`config.mk`:
```
export PLATFORM = sky130hd
export DESIGN_NAME = fetch_stage_flat
export DESIGN_NICKNAME = d
export VERILOG_FILES = /design/src/rtl/fetch_stage_if.sv /design/src/rtl/fetch_stage.sv /design/src/flat_wrapper.sv
export SDC_FILE = /design/constraint.sdc
export NUM_CORES = 1
export LEC_CHECK = 0
export ABC_AREA = 1
export CAP_MARGIN = 20
export CORE_MARGIN = 1.5
export CORE_UTILIZATION = 45
export CTS_CLUSTER_DIAMETER = 50
export DETAILED_ROUTE_END_ITERATION = 8
export PLACE_DENSITY = 0.84
export SYNTH_ARGS = -nofsm -noshare
export SYNTH_HDL_FRONTEND = slang
export SYNTH_SLANG_ARGS = --single-unit
export TNS_END_PERCENT = 20
```
`constraint.sdc`:
```
create_clock -name clk -period 5.3 [get_ports clk]
set_input_delay 1.06 -clock clk [delete_from_list [all_inputs] [get_ports clk]]
set_output_delay 1.06 -clock clk [all_outputs]
set_load 0.01 [all_outputs]
```
`src/rtl/fetch_stage_if.sv`:
```
// Signal bundle between the fetch stage and its neighbours: hazard/redirect control,
// instruction memory port and the IF/ID boundary presented to decode.
interface fetch_stage_if;
    logic        stall;
    logic        redirect_valid;
    logic [31:0] redirect_pc;
    logic [31:0] imem_addr;
    logic [31:0] imem_rdata;
    logic [31:0] id_inst;
    logic [31:0] id_pc;
    logic [31:0] id_pc4;
    logic        id_valid;
    logic [31:0] issued_cnt;

    modport master (
        input  stall,
        input  redirect_valid,
        input  redirect_pc,
        input  imem_rdata,
        output imem_addr,
        output id_inst,
        output id_pc,
        output id_pc4,
        output id_valid,
        output issued_cnt
    );

    modport slave (
        output stall,
        output redirect_valid,
        output redirect_pc,
        output imem_rdata,
        input  imem_addr,
        input  id_inst,
        input  id_pc,
        input  id_pc4,
        input  id_valid,
        input  issued_cnt
    );
endinterface

```
`src/rtl/fetch_stage.sv`:
```
// Instruction fetch stage: owns the PC, drives a 1-cycle-latency instruction memory and holds
// the IF/ID boundary, with stall hold and 2-bubble redirect squash.
module fetch_stage #(
    parameter logic [31:0] RESET_PC = 32'h0000_0000,
    parameter logic [31:0] NOP_INST = 32'h0000_0013
) (
    input  logic          clk,
    input  logic          rst,
    fetch_stage_if.master bus
);

    typedef enum logic [1:0] {
        BOOT   = 2'd0,
        RUN    = 2'd1,
        HOLD   = 2'd2,
        BUBBLE = 2'd3
    } state_t;

    state_t      state_r;
    state_t      state_s;
    logic [31:0] pc_f_r;
    logic [31:0] pc_f_s;
    logic [31:0] pc_d_r;
    logic [31:0] pc_d_s;
    logic [31:0] hold_inst_r;
    logic [31:0] hold_inst_s;
    logic [31:0] issued_cnt_r;
    logic [31:0] issued_cnt_s;
    logic        id_valid_s;
    logic [31:0] id_inst_s;

    // State and PC registers
    always_ff @(posedge clk or negedge rst) begin
        if (!rst) begin
            state_r      <= BOOT;
            pc_f_r       <= RESET_PC;
            pc_d_r       <= RESET_PC;
            hold_inst_r  <= NOP_INST;
            issued_cnt_r <= 32'd0;
        end else begin
            state_r      <= state_s;
            pc_f_r       <= pc_f_s;
            pc_d_r       <= pc_d_s;
            hold_inst_r  <= hold_inst_s;
            issued_cnt_r <= issued_cnt_s;
        end
    end

    // Next-state logic: redirect beats stall beats advance
    always_comb begin
        state_s      = state_r;
        pc_f_s       = pc_f_r;
        pc_d_s       = pc_d_r;
        hold_inst_s  = hold_inst_r;
        if (bus.redirect_valid) begin
            state_s = BUBBLE;
            pc_f_s  = bus.redirect_pc & ~32'h0000_0003;
            pc_d_s  = bus.redirect_pc & ~32'h0000_0003;
        end else begin
            case (state_r)
                BOOT, BUBBLE: begin
                    state_s = RUN;
                    pc_d_s  = pc_f_r;
                    pc_f_s  = pc_f_r + 32'd4;
                end
                RUN: begin
                    if (bus.stall) begin
                        state_s     = HOLD;
                        hold_inst_s = bus.imem_rdata;
                    end else begin
                        state_s = RUN;
                        pc_d_s  = pc_f_r;
                        pc_f_s  = pc_f_r + 32'd4;
                    end
                end
                HOLD: begin
                    // imem_addr was frozen, so the next read returns the instruction after the held one
                    if (bus.stall) begin
                        state_s = HOLD;
                    end else begin
                        state_s = RUN;
                        pc_d_s  = pc_f_r;
                        pc_f_s  = pc_f_r + 32'd4;
                    end
                end
                default: begin
                    state_s = BOOT;
                end
            endcase
        end
        if (id_valid_s && !bus.stall && !bus.redirect_valid) begin
            issued_cnt_s = issued_cnt_r + 32'd1;
        end else begin
            issued_cnt_s = issued_cnt_r;
        end
    end

    // ID-boundary outputs decoded from the current state
    always_comb begin
        id_valid_s = 1'b0;
        id_inst_s  = NOP_INST;
        case (state_r)
            BOOT: begin
                id_valid_s = 1'b0;
                id_inst_s  = NOP_INST;
            end
            RUN: begin
                id_valid_s = 1'b1;
                id_inst_s  = bus.imem_rdata;
            end
            HOLD: begin
                id_valid_s = 1'b1;
                id_inst_s  = hold_inst_r;
            end
            BUBBLE: begin
                id_valid_s = 1'b0;
                id_inst_s  = NOP_INST;
            end
            default: begin
                id_valid_s = 1'b0;
                id_inst_s  = NOP_INST;
            end
        endcase
    end

    assign bus.imem_addr  = pc_f_r;
    assign bus.id_pc      = pc_d_r;
    assign bus.id_pc4     = pc_d_r + 32'd4;
    assign bus.id_valid   = id_valid_s;
    assign bus.id_inst    = id_inst_s;
    assign bus.issued_cnt = issued_cnt_r;

endmodule

```
`src/flat_wrapper.sv`:
```
// flat-port wrapper written by rule: the top's interface ports become plain ports
module fetch_stage_flat 
#(
    parameter logic [31:0] RESET_PC = 32'h0000_0000,
    parameter logic [31:0] NOP_INST = 32'h0000_0013
)
  (clk, rst, bus_stall, bus_redirect_valid, bus_redirect_pc, bus_imem_rdata, bus_imem_addr, bus_id_inst, bus_id_pc, bus_id_pc4, bus_id_valid, bus_issued_cnt);
  fetch_stage_if bus_i ();
  input  logic clk;
  input  logic rst;
  input wire logic [$bits(bus_i.stall)-1:0] bus_stall;
  input wire logic [$bits(bus_i.redirect_valid)-1:0] bus_redirect_valid;
  input wire logic [$bits(bus_i.redirect_pc)-1:0] bus_redirect_pc;
  input wire logic [$bits(bus_i.imem_rdata)-1:0] bus_imem_rdata;
  output wire logic [$bits(bus_i.imem_addr)-1:0] bus_imem_addr;
  output wire logic [$bits(bus_i.id_inst)-1:0] bus_id_inst;
  output wire logic [$bits(bus_i.id_pc)-1:0] bus_id_pc;
  output wire logic [$bits(bus_i.id_pc4)-1:0] bus_id_pc4;
  output wire logic [$bits(bus_i.id_valid)-1:0] bus_id_valid;
  output wire logic [$bits(bus_i.issued_cnt)-1:0] bus_issued_cnt;
  assign bus_i.stall = bus_stall;
  assign bus_i.redirect_valid = bus_redirect_valid;
  assign bus_i.redirect_pc = bus_redirect_pc;
  assign bus_i.imem_rdata = bus_imem_rdata;
  assign bus_imem_addr = bus_i.imem_addr;
  assign bus_id_inst = bus_i.id_inst;
  assign bus_id_pc = bus_i.id_pc;
  assign bus_id_pc4 = bus_i.id_pc4;
  assign bus_id_valid = bus_i.id_valid;
  assign bus_issued_cnt = bus_i.issued_cnt;
  fetch_stage #(.RESET_PC(RESET_PC), .NOP_INST(NOP_INST)) u_core (.clk(clk), .rst(rst), .bus(bus_i));
endmodule
```
==> metrics.md, run 1 <==
| Metric | Value |
|---|---|
| TritonCTS buffer count | 17 |
| Worst-margin pin slew | approximately 1.0 ns |
| CTS Hold Bufs | 0 |
| I/O Buffers | ~220 |
| Highest-count cells in the layout ignoring fill and taps | 370 x nand2_1, 222 x clkdlybuf4s50_1, 132 x inv_1, 132 x o21ai_0, 124 x dfrtp_1 |
| Die area | 18200 um2 |
| Worst path required time | 4.24 ns |
| CP startpoint kind | flop |
| Drt first pass iters | 5 |
| Placed Cells | 1532 |
| CP Capture Type | output port |
| Crit path launch | u_core.state_r[0] |
| Ports | between 200 and 250 |
| Placement Rows | 48 |
| # Post-CTS Setup Buffers | 0 |
| DRT antenna net count | 0 |
| Antenna violations before repair | 0 |
| PD cells | 307 nW/um2 |
| Max FO, Critical Path | 40 |
| Distinct cells, synth | 39 |
| Outcome | finished clean |
| Diodes inserted | 0 |
| Final Power | approximately 3.3 mW |
| DR vias/cell | between 5 and 6 |
| Worst Path Buf+Inv | 3 |
| Largest stage delay on the critical path | between 0.7 and 0.8 ns |
| FF-to-FF Start | u_core.state_r[0] |
| Slew headroom | roughly a third |
| Hold Path Class | reg2reg |
| Hold_sp | u_core.hold_inst_r[27] |
| Share of cells above drive strength 1 | between 6 and 7% |
| Setup TNS | 0 ns |
| Drt total wl | approximately 24000 um |
| Residual DRC | 0 |
| TritonCTS clock tree | yes |
| VDD IR max | about 0.23 mV |
| Tcrit/Tclk final | 75.5% |
| Post-cts gate resize count | 0 |
| Htree depth | 4 |
| Initial drt markers | around 800 |
| Slew Limit Fails | 0 |
| Via Count | 8056 |
| Filler-free cell count of the finished design | approximately 1600 |
| Gp weighted congestion | ~0.9 |
| Final hold viol count | 0 |
| Clk slew on worst S/H paths | around 0.060 ns |
| Post-DR wirelength/cell | ~15 um |
| Root buf cell | clkbuf_16 |
| # setup viols final | 0 |
| Worst Clk Skew | slightly below 0.01 ns |
| Largest net degree at the start of global routing | 85 |
| Crit path time final | ~4 ns |
| DP HPWL | around 18000 um |
| Critical-path top delay cell | inv_1 |
| Core area | 17200 um2 |
| Die H | 135 um |
| Ys flop type | dfrtp_1 |
| RSZ-0062 raised after global routing | no |
| First-pass GRT wire length | between 30000 and 40000 um |
| CP endpoint | bus_id_inst[26] |
| Layout Nets | 1401 |
| Seq cells post-synth | ~130 |
| Total Routing Usage GR | a little over a quarter |
| Data arrival, critical path | 2.94 ns |
| Final Util | a little over three fifths |
| R2R Setup Slk | 3.14 ns |
| Critical path class | reg2out |
| GRT overflow | 0 |
| Starting Density | 45.7% |
| Top delay family on crit path | buffers and inverters |
| Max-cap violations | 0 |
| Cell area after synthesis | approximately 7800 um2 |
| Worst-case clock buffer depth | 2 |
| Leak | between 5 and 6 nW |
| Sequential cell area fraction in the yosys report | roughly 41% |
| Instance count on the critical path | 6 |
| CP cell instances | ha_1 -> inv_1 -> buf_4 -> nand3_1 -> o21ai_0 -> clkdlybuf4s50_1 |
| Clock sinks | 127 |
| Vias in the first global route | 7448 |
| Reg-to-reg endpoint | u_core.bus.issued_cnt[16] |
| Syn Area/Cell | about 7 um2 |
| Post-synth EDFFs | 0 |
| Synth Instances | around 1100 |
| Commonest non-fill, non-tap cell in the layout | nand2_1 |
| Fmax | about 0.25 GHz |
| Clk Latency, worst-skew pair | around 0.44 ns |
| Die width | about 140 um |
| Synth Warn # | 0 |
| Layout area overhead | 38.5% |
| R2R depth | 9 |
| Async S/R FF share, synth | 100% |
## flip-flops by register name, indices dropped and copies added (netlist names)
register / flops
u_core.hold_inst_r: 32
u_core.bus.imem_addr: 30
u_core.bus.id_pc: 31
u_core.state_r: 2
u_core.bus.issued_cnt: 32
## cell usage after synthesis (3+ instances only)
master,n,share of area [%]
o21ai_0,132,8.4
o211ai_1,3,0.29
nand2_1,371,18
nor2_4,3,0.43
inv_1,132,6.3
nand3b_1,8,0.77
nor3b_1,3,0.29
nand3_2,3,0.38
nand2_4,3,0.43
ha_1,5,0.80
xnor2_1,7,0.78
dfstp_2,3,1.0
nand3_1,73,4.7
nand4_1,18,1.4
xor2_1,38,4.2
buf_2,15,0.96
nor3_2,7,0.89
nor2_2,13,1.0
buf_1,3,0.14
buf_4,6,0.57
dfrtp_1,124,40
nor3_1,21,1.3
a21oi_1,12,0.77
inv_2,4,0.19
nor2_1,78,3.7
clkbuf_1,18,0.86
## cell families (layout without fill, tap and decap cells)
logic type	after synthesis	in the layout	synth area share, %
flip-flops	127	127	40.6
adder cells (fa/ha/maj)	5	5	0.798
other	1	2	0.0478
AND/OR/NAND/NOR	608	608	34.3
AO/OA/AOI/OAI	153	153	10.0
XOR/XNOR	46	46	5.23
buffers and inverters	179	400	9.09
## worst register-to-register path, cell delays in order (launching register included)
cell      delay, ns
dfrtp_1        0.35
inv_1          0.05
ha_1           0.34
nor2_2         0.17
nand2_2        0.26
nor2_2         0.26
nand3b_2       0.16
nor2_4         0.20
nand2_1        0.10
xor2_1         0.15
## stage by stage
stage          setup WS [ns]  instance area, um2  hold slack, ns
2_1_floorplan           2.80                7850           0.454
3_3_place_gp            1.75               10200           0.467
3_5_place_dp            1.78               10200           0.475
4_1_cts                 1.30               10800           0.489
5_1_grt                 1.09               10900           0.510
6_report                1.30               10900           0.484
## power breakdown
part	internal (mW)	switching, mW	leakage (nW)
sequential	1.12	0.165	1.57
clock	0.711	0.474	0.285
combinational	0.419	0.442	3.15
total	2.25	1.08	5.00
## worst min path at each step
stage                             end  slack [ns]  cells after the start
6_report       u_core.hold_inst_r[27]        0.48                      2
5_1_grt         u_core.hold_inst_r[9]        0.51                      2
4_1_cts        u_core.hold_inst_r[21]        0.49                      2
3_5_place_dp   u_core.hold_inst_r[21]        0.47                      2
3_3_place_gp   u_core.hold_inst_r[20]        0.47                      2
2_1_floorplan  u_core.hold_inst_r[10]        0.45                      2
## metal layers
| layer | wire length, um | part of all wire (%) | vias up | track usage, % |
|---|---|---|---|---|
| li1 | - | - | 3961 | - |
| met2 | 11200 | 47 | 315 | 41.7 |
| met1 | 10200 | 43 | 3735 | 35.4 |
| met3 | 1870 | 7.9 | 45 | 6.08 |
| met4 | 636 | 2.7 | 0 | 8.72 |
| met5 | 0 | 0 | - | 0 |
## area by class of cell
| cell class | count | area [um2] |
|---|---|---|
| clock buffer | 18 | 439 |
| clock inverter | 14 | 156 |
| fill | 1473 | 6320 |
| inverter | 137 | 514 |
| multi-input combinational | 814 | 3960 |
| sequential | 127 | 3180 |
| tap | 225 | 282 |
| timing repair buffer | 231 | 2330 |
Power figures use the tool's default switching activity.
==> run 2, diff against run 1 <==
Settings changed: CORE_UTILIZATION 45 to 44, PLACE_DENSITY 0.84 to 0.85.
Clock period 5.3 ns to 3.23 ns, I/O delays scaled along.
==> run 2 against run 1 <==
Net effect: non-clock buffer count up 5; clock power up 69%; sequential power up 64%; register-to-register slack worse by 2.0 ns; largest cell class unchanged.
==> metrics.md, run 2 (synthesized netlist as in run 1, its figures left out) <==
| Metric | Value |
|---|---|
| Outcome | finished clean |
| Slew headroom | 41.8% (+8.9 points) |
| Highest-count cells in the layout ignoring fill and taps | 370 x nand2_1, 220 x clkdlybuf4s50_1, 132 x o21ai_0 |
| Reg-to-reg endpoint | u_core.bus.issued_cnt[19] |
| Worst-case clock buffer depth | 2 (unchanged) |
| Htree depth | 4 (unchanged) |
| Share of cells above drive strength 1 | 7.06% (+0.72 points) |
| Post-DR wirelength/cell | 15.6 um (+2.1%) |
| Ports | 229 (unchanged) |
| Residual DRC | 0 (unchanged) |
| Drt first pass iters | 6 (+1) |
| Clk slew on worst S/H paths | 0.06 ns (about the same) |
| Clock sinks | 127 (unchanged) |
| Die H | 137 um (+1.1%) |
| Die area | 18600 um2 (+2.2%) |
| I/O Buffers | 224 (unchanged) |
| Worst path required time | 2.58 ns (-1.66 ns) |
| Largest net degree at the start of global routing | 66 (-22%) |
| R2R Setup Slk | 1.11 ns (-2.03 ns) |
| Via Count | 8257 (+2.5%) |
| Critical path class | reg2out |
| Worst-margin pin slew | 0.874 ns (-0.132 ns) |
| FILL cells | 1495 (+1.5%) |
| Root buf cell | clkbuf_16 |
| RSZ-0062 raised after global routing | yes |
| Clk Latency, worst-skew pair | 0.42 ns (-0.02 ns) |
| TritonCTS buffer count | 17 (unchanged) |
| GRT overflow | 0 (unchanged) |
| CP startpoint kind | flop |
| DP HPWL | 18000 um (+2.8%) |
| Data arrival, critical path | 2.51 ns (-0.43 ns) |
| Antenna violations before repair | 1 (+1) |
| Vias in the first global route | 7664 (+2.9%) |
| # setup viols final | 0 (unchanged) |
| Leak | 5.06 nW (+1.1%) |
| Max FO, Critical Path | 4 (-90%) |
| Starting Density | 45.2% (-0.47 points) |
| Initial drt markers | 678 (-13%) |
| CP endpoint | bus_id_pc4[24] |
| DRT antenna net count | 0 (unchanged) |
| VDD IR max | 0.383 mV (+69%) |
| Slew Limit Fails | 0 (unchanged) |
| Crit path launch | u_core.bus.id_pc[3] |
| Filler-free cell count of the finished design | 1571 (+0.32%) |
| DR vias/cell | 5.26 (+2.2%) |
| TritonCTS clock tree | yes |
| PD cells | 505 nW/um2 (+65%) |
| Drt total wl | 24400 um (+2.5%) |
| CP Capture Type | output port |
| Core area | 17400 um2 (+1.0%) |
| Diodes inserted | 0 (unchanged) |
| Tcrit/Tclk final | between 90% and 100% |
| Worst Clk Skew | 0.00927 ns (-0.000510 ns) |
| Area taken by multi-input logic gates | 3980 um2 (+0.41%) |
| Layout Nets | 1406 (+0.36%) |
| Placement Rows | 48 (unchanged) |
| Hold Path Class | in2async |
| Gp weighted congestion | 0.904 (-1.5%) |
| Placed Cells | 1537 (+0.33%) |
| Max-cap violations | 0 (unchanged) |
| First-pass GRT wire length | 38700 um (+2.6%) |
| Commonest non-fill, non-tap cell in the layout | nand2_1 |
| Fmax | 0.317 GHz |
| Final hold viol count | 0 (unchanged) |
| Layout area overhead | 39.6% |
| Sequential cell area | 3180 um2 (unchanged) |
| Total Routing Usage GR | 26.5% (+0.30 points) |
| R2R depth | 12 (+3) |
| Setup TNS | 0 ns (unchanged) |
| Crit path time final | 3.16 ns |
| Die width | 137 um (+1.1%) |
| FF-to-FF Start | u_core.state_r[0] |
## run 2: report_power, final
part           total (mW)  internal, mW  switching, mW  leakage [nW]
combinational        1.43         0.696          0.733          3.20
sequential           2.10          1.83          0.268          1.57
clock                2.00          1.22          0.773         0.288
total                5.53          3.75           1.77          5.06
## run 2: repair_timing
action                                  4_1_cts  5_1_grt
resized for setup                             0        8
hold buffers                                  0        0
endpoints found under the setup margin        0        8
buffers inserted                              0        1
## run 2: per-stage QoR
step	total power [mW]	utilization, %	setup WS [ns]	cell area, um2	hold WS [ns]
after floorplan	2.72	-	1.14	7850	0.350
after global placement	3.49	59.2	0.553	10300	0.466
after detailed placement	3.53	59.2	0.492	10300	0.476
after CTS	5.54	62.8	0.0398	10900	0.370
after global routing	5.81	63.1	-0.0804	10900	0.391
final	5.53	63.1	0.0726	10900	0.347
## run 2: critical path: stages (launching register included)
cell and delay [ns]:
dfrtp_1 0.41, ha_2 0.23, nand2_1 0.12, nor3_4 0.19
nand4_1 0.27, nor2_2 0.17, xor2_1 0.16, clkdlybuf4s50_1 0.55
## run 2: final cells by class
class                   count  share of cell area [%]
well taps                 225                    2.57
clock buffers              17                    3.89
inverters                 137                    4.73
multi-input cells         814                    36.3
repair buffers            236                    21.7
clock inverters            15                    1.69
flip-flops and latches    127                    29.1
## run 2: worst min-delay path by stage
stage | to | depth (start not counted) | from | slack [ns]
floorplan | u_core.bus.id_pc[10] | 0 | rst | 0.35
global placement | u_core.hold_inst_r[22] | 2 | u_core.hold_inst_r[22] | 0.47
detailed placement | u_core.hold_inst_r[9] | 2 | u_core.hold_inst_r[9] | 0.48
CTS | u_core.hold_inst_r[24] | 1 | rst | 0.37
global route | u_core.hold_inst_r[24] | 1 | rst | 0.39
finish | u_core.hold_inst_r[24] | 1 | rst | 0.35
## run 2: per-layer routing
layer,track usage (%),vias to the layer above,share of wire [%]
met1,35.0,3873,41
met3,6.07,55,8.8
met5,0,-,0.053
met2,42.7,355,47
li1,-,3972,-
met4,9.52,2,2.9
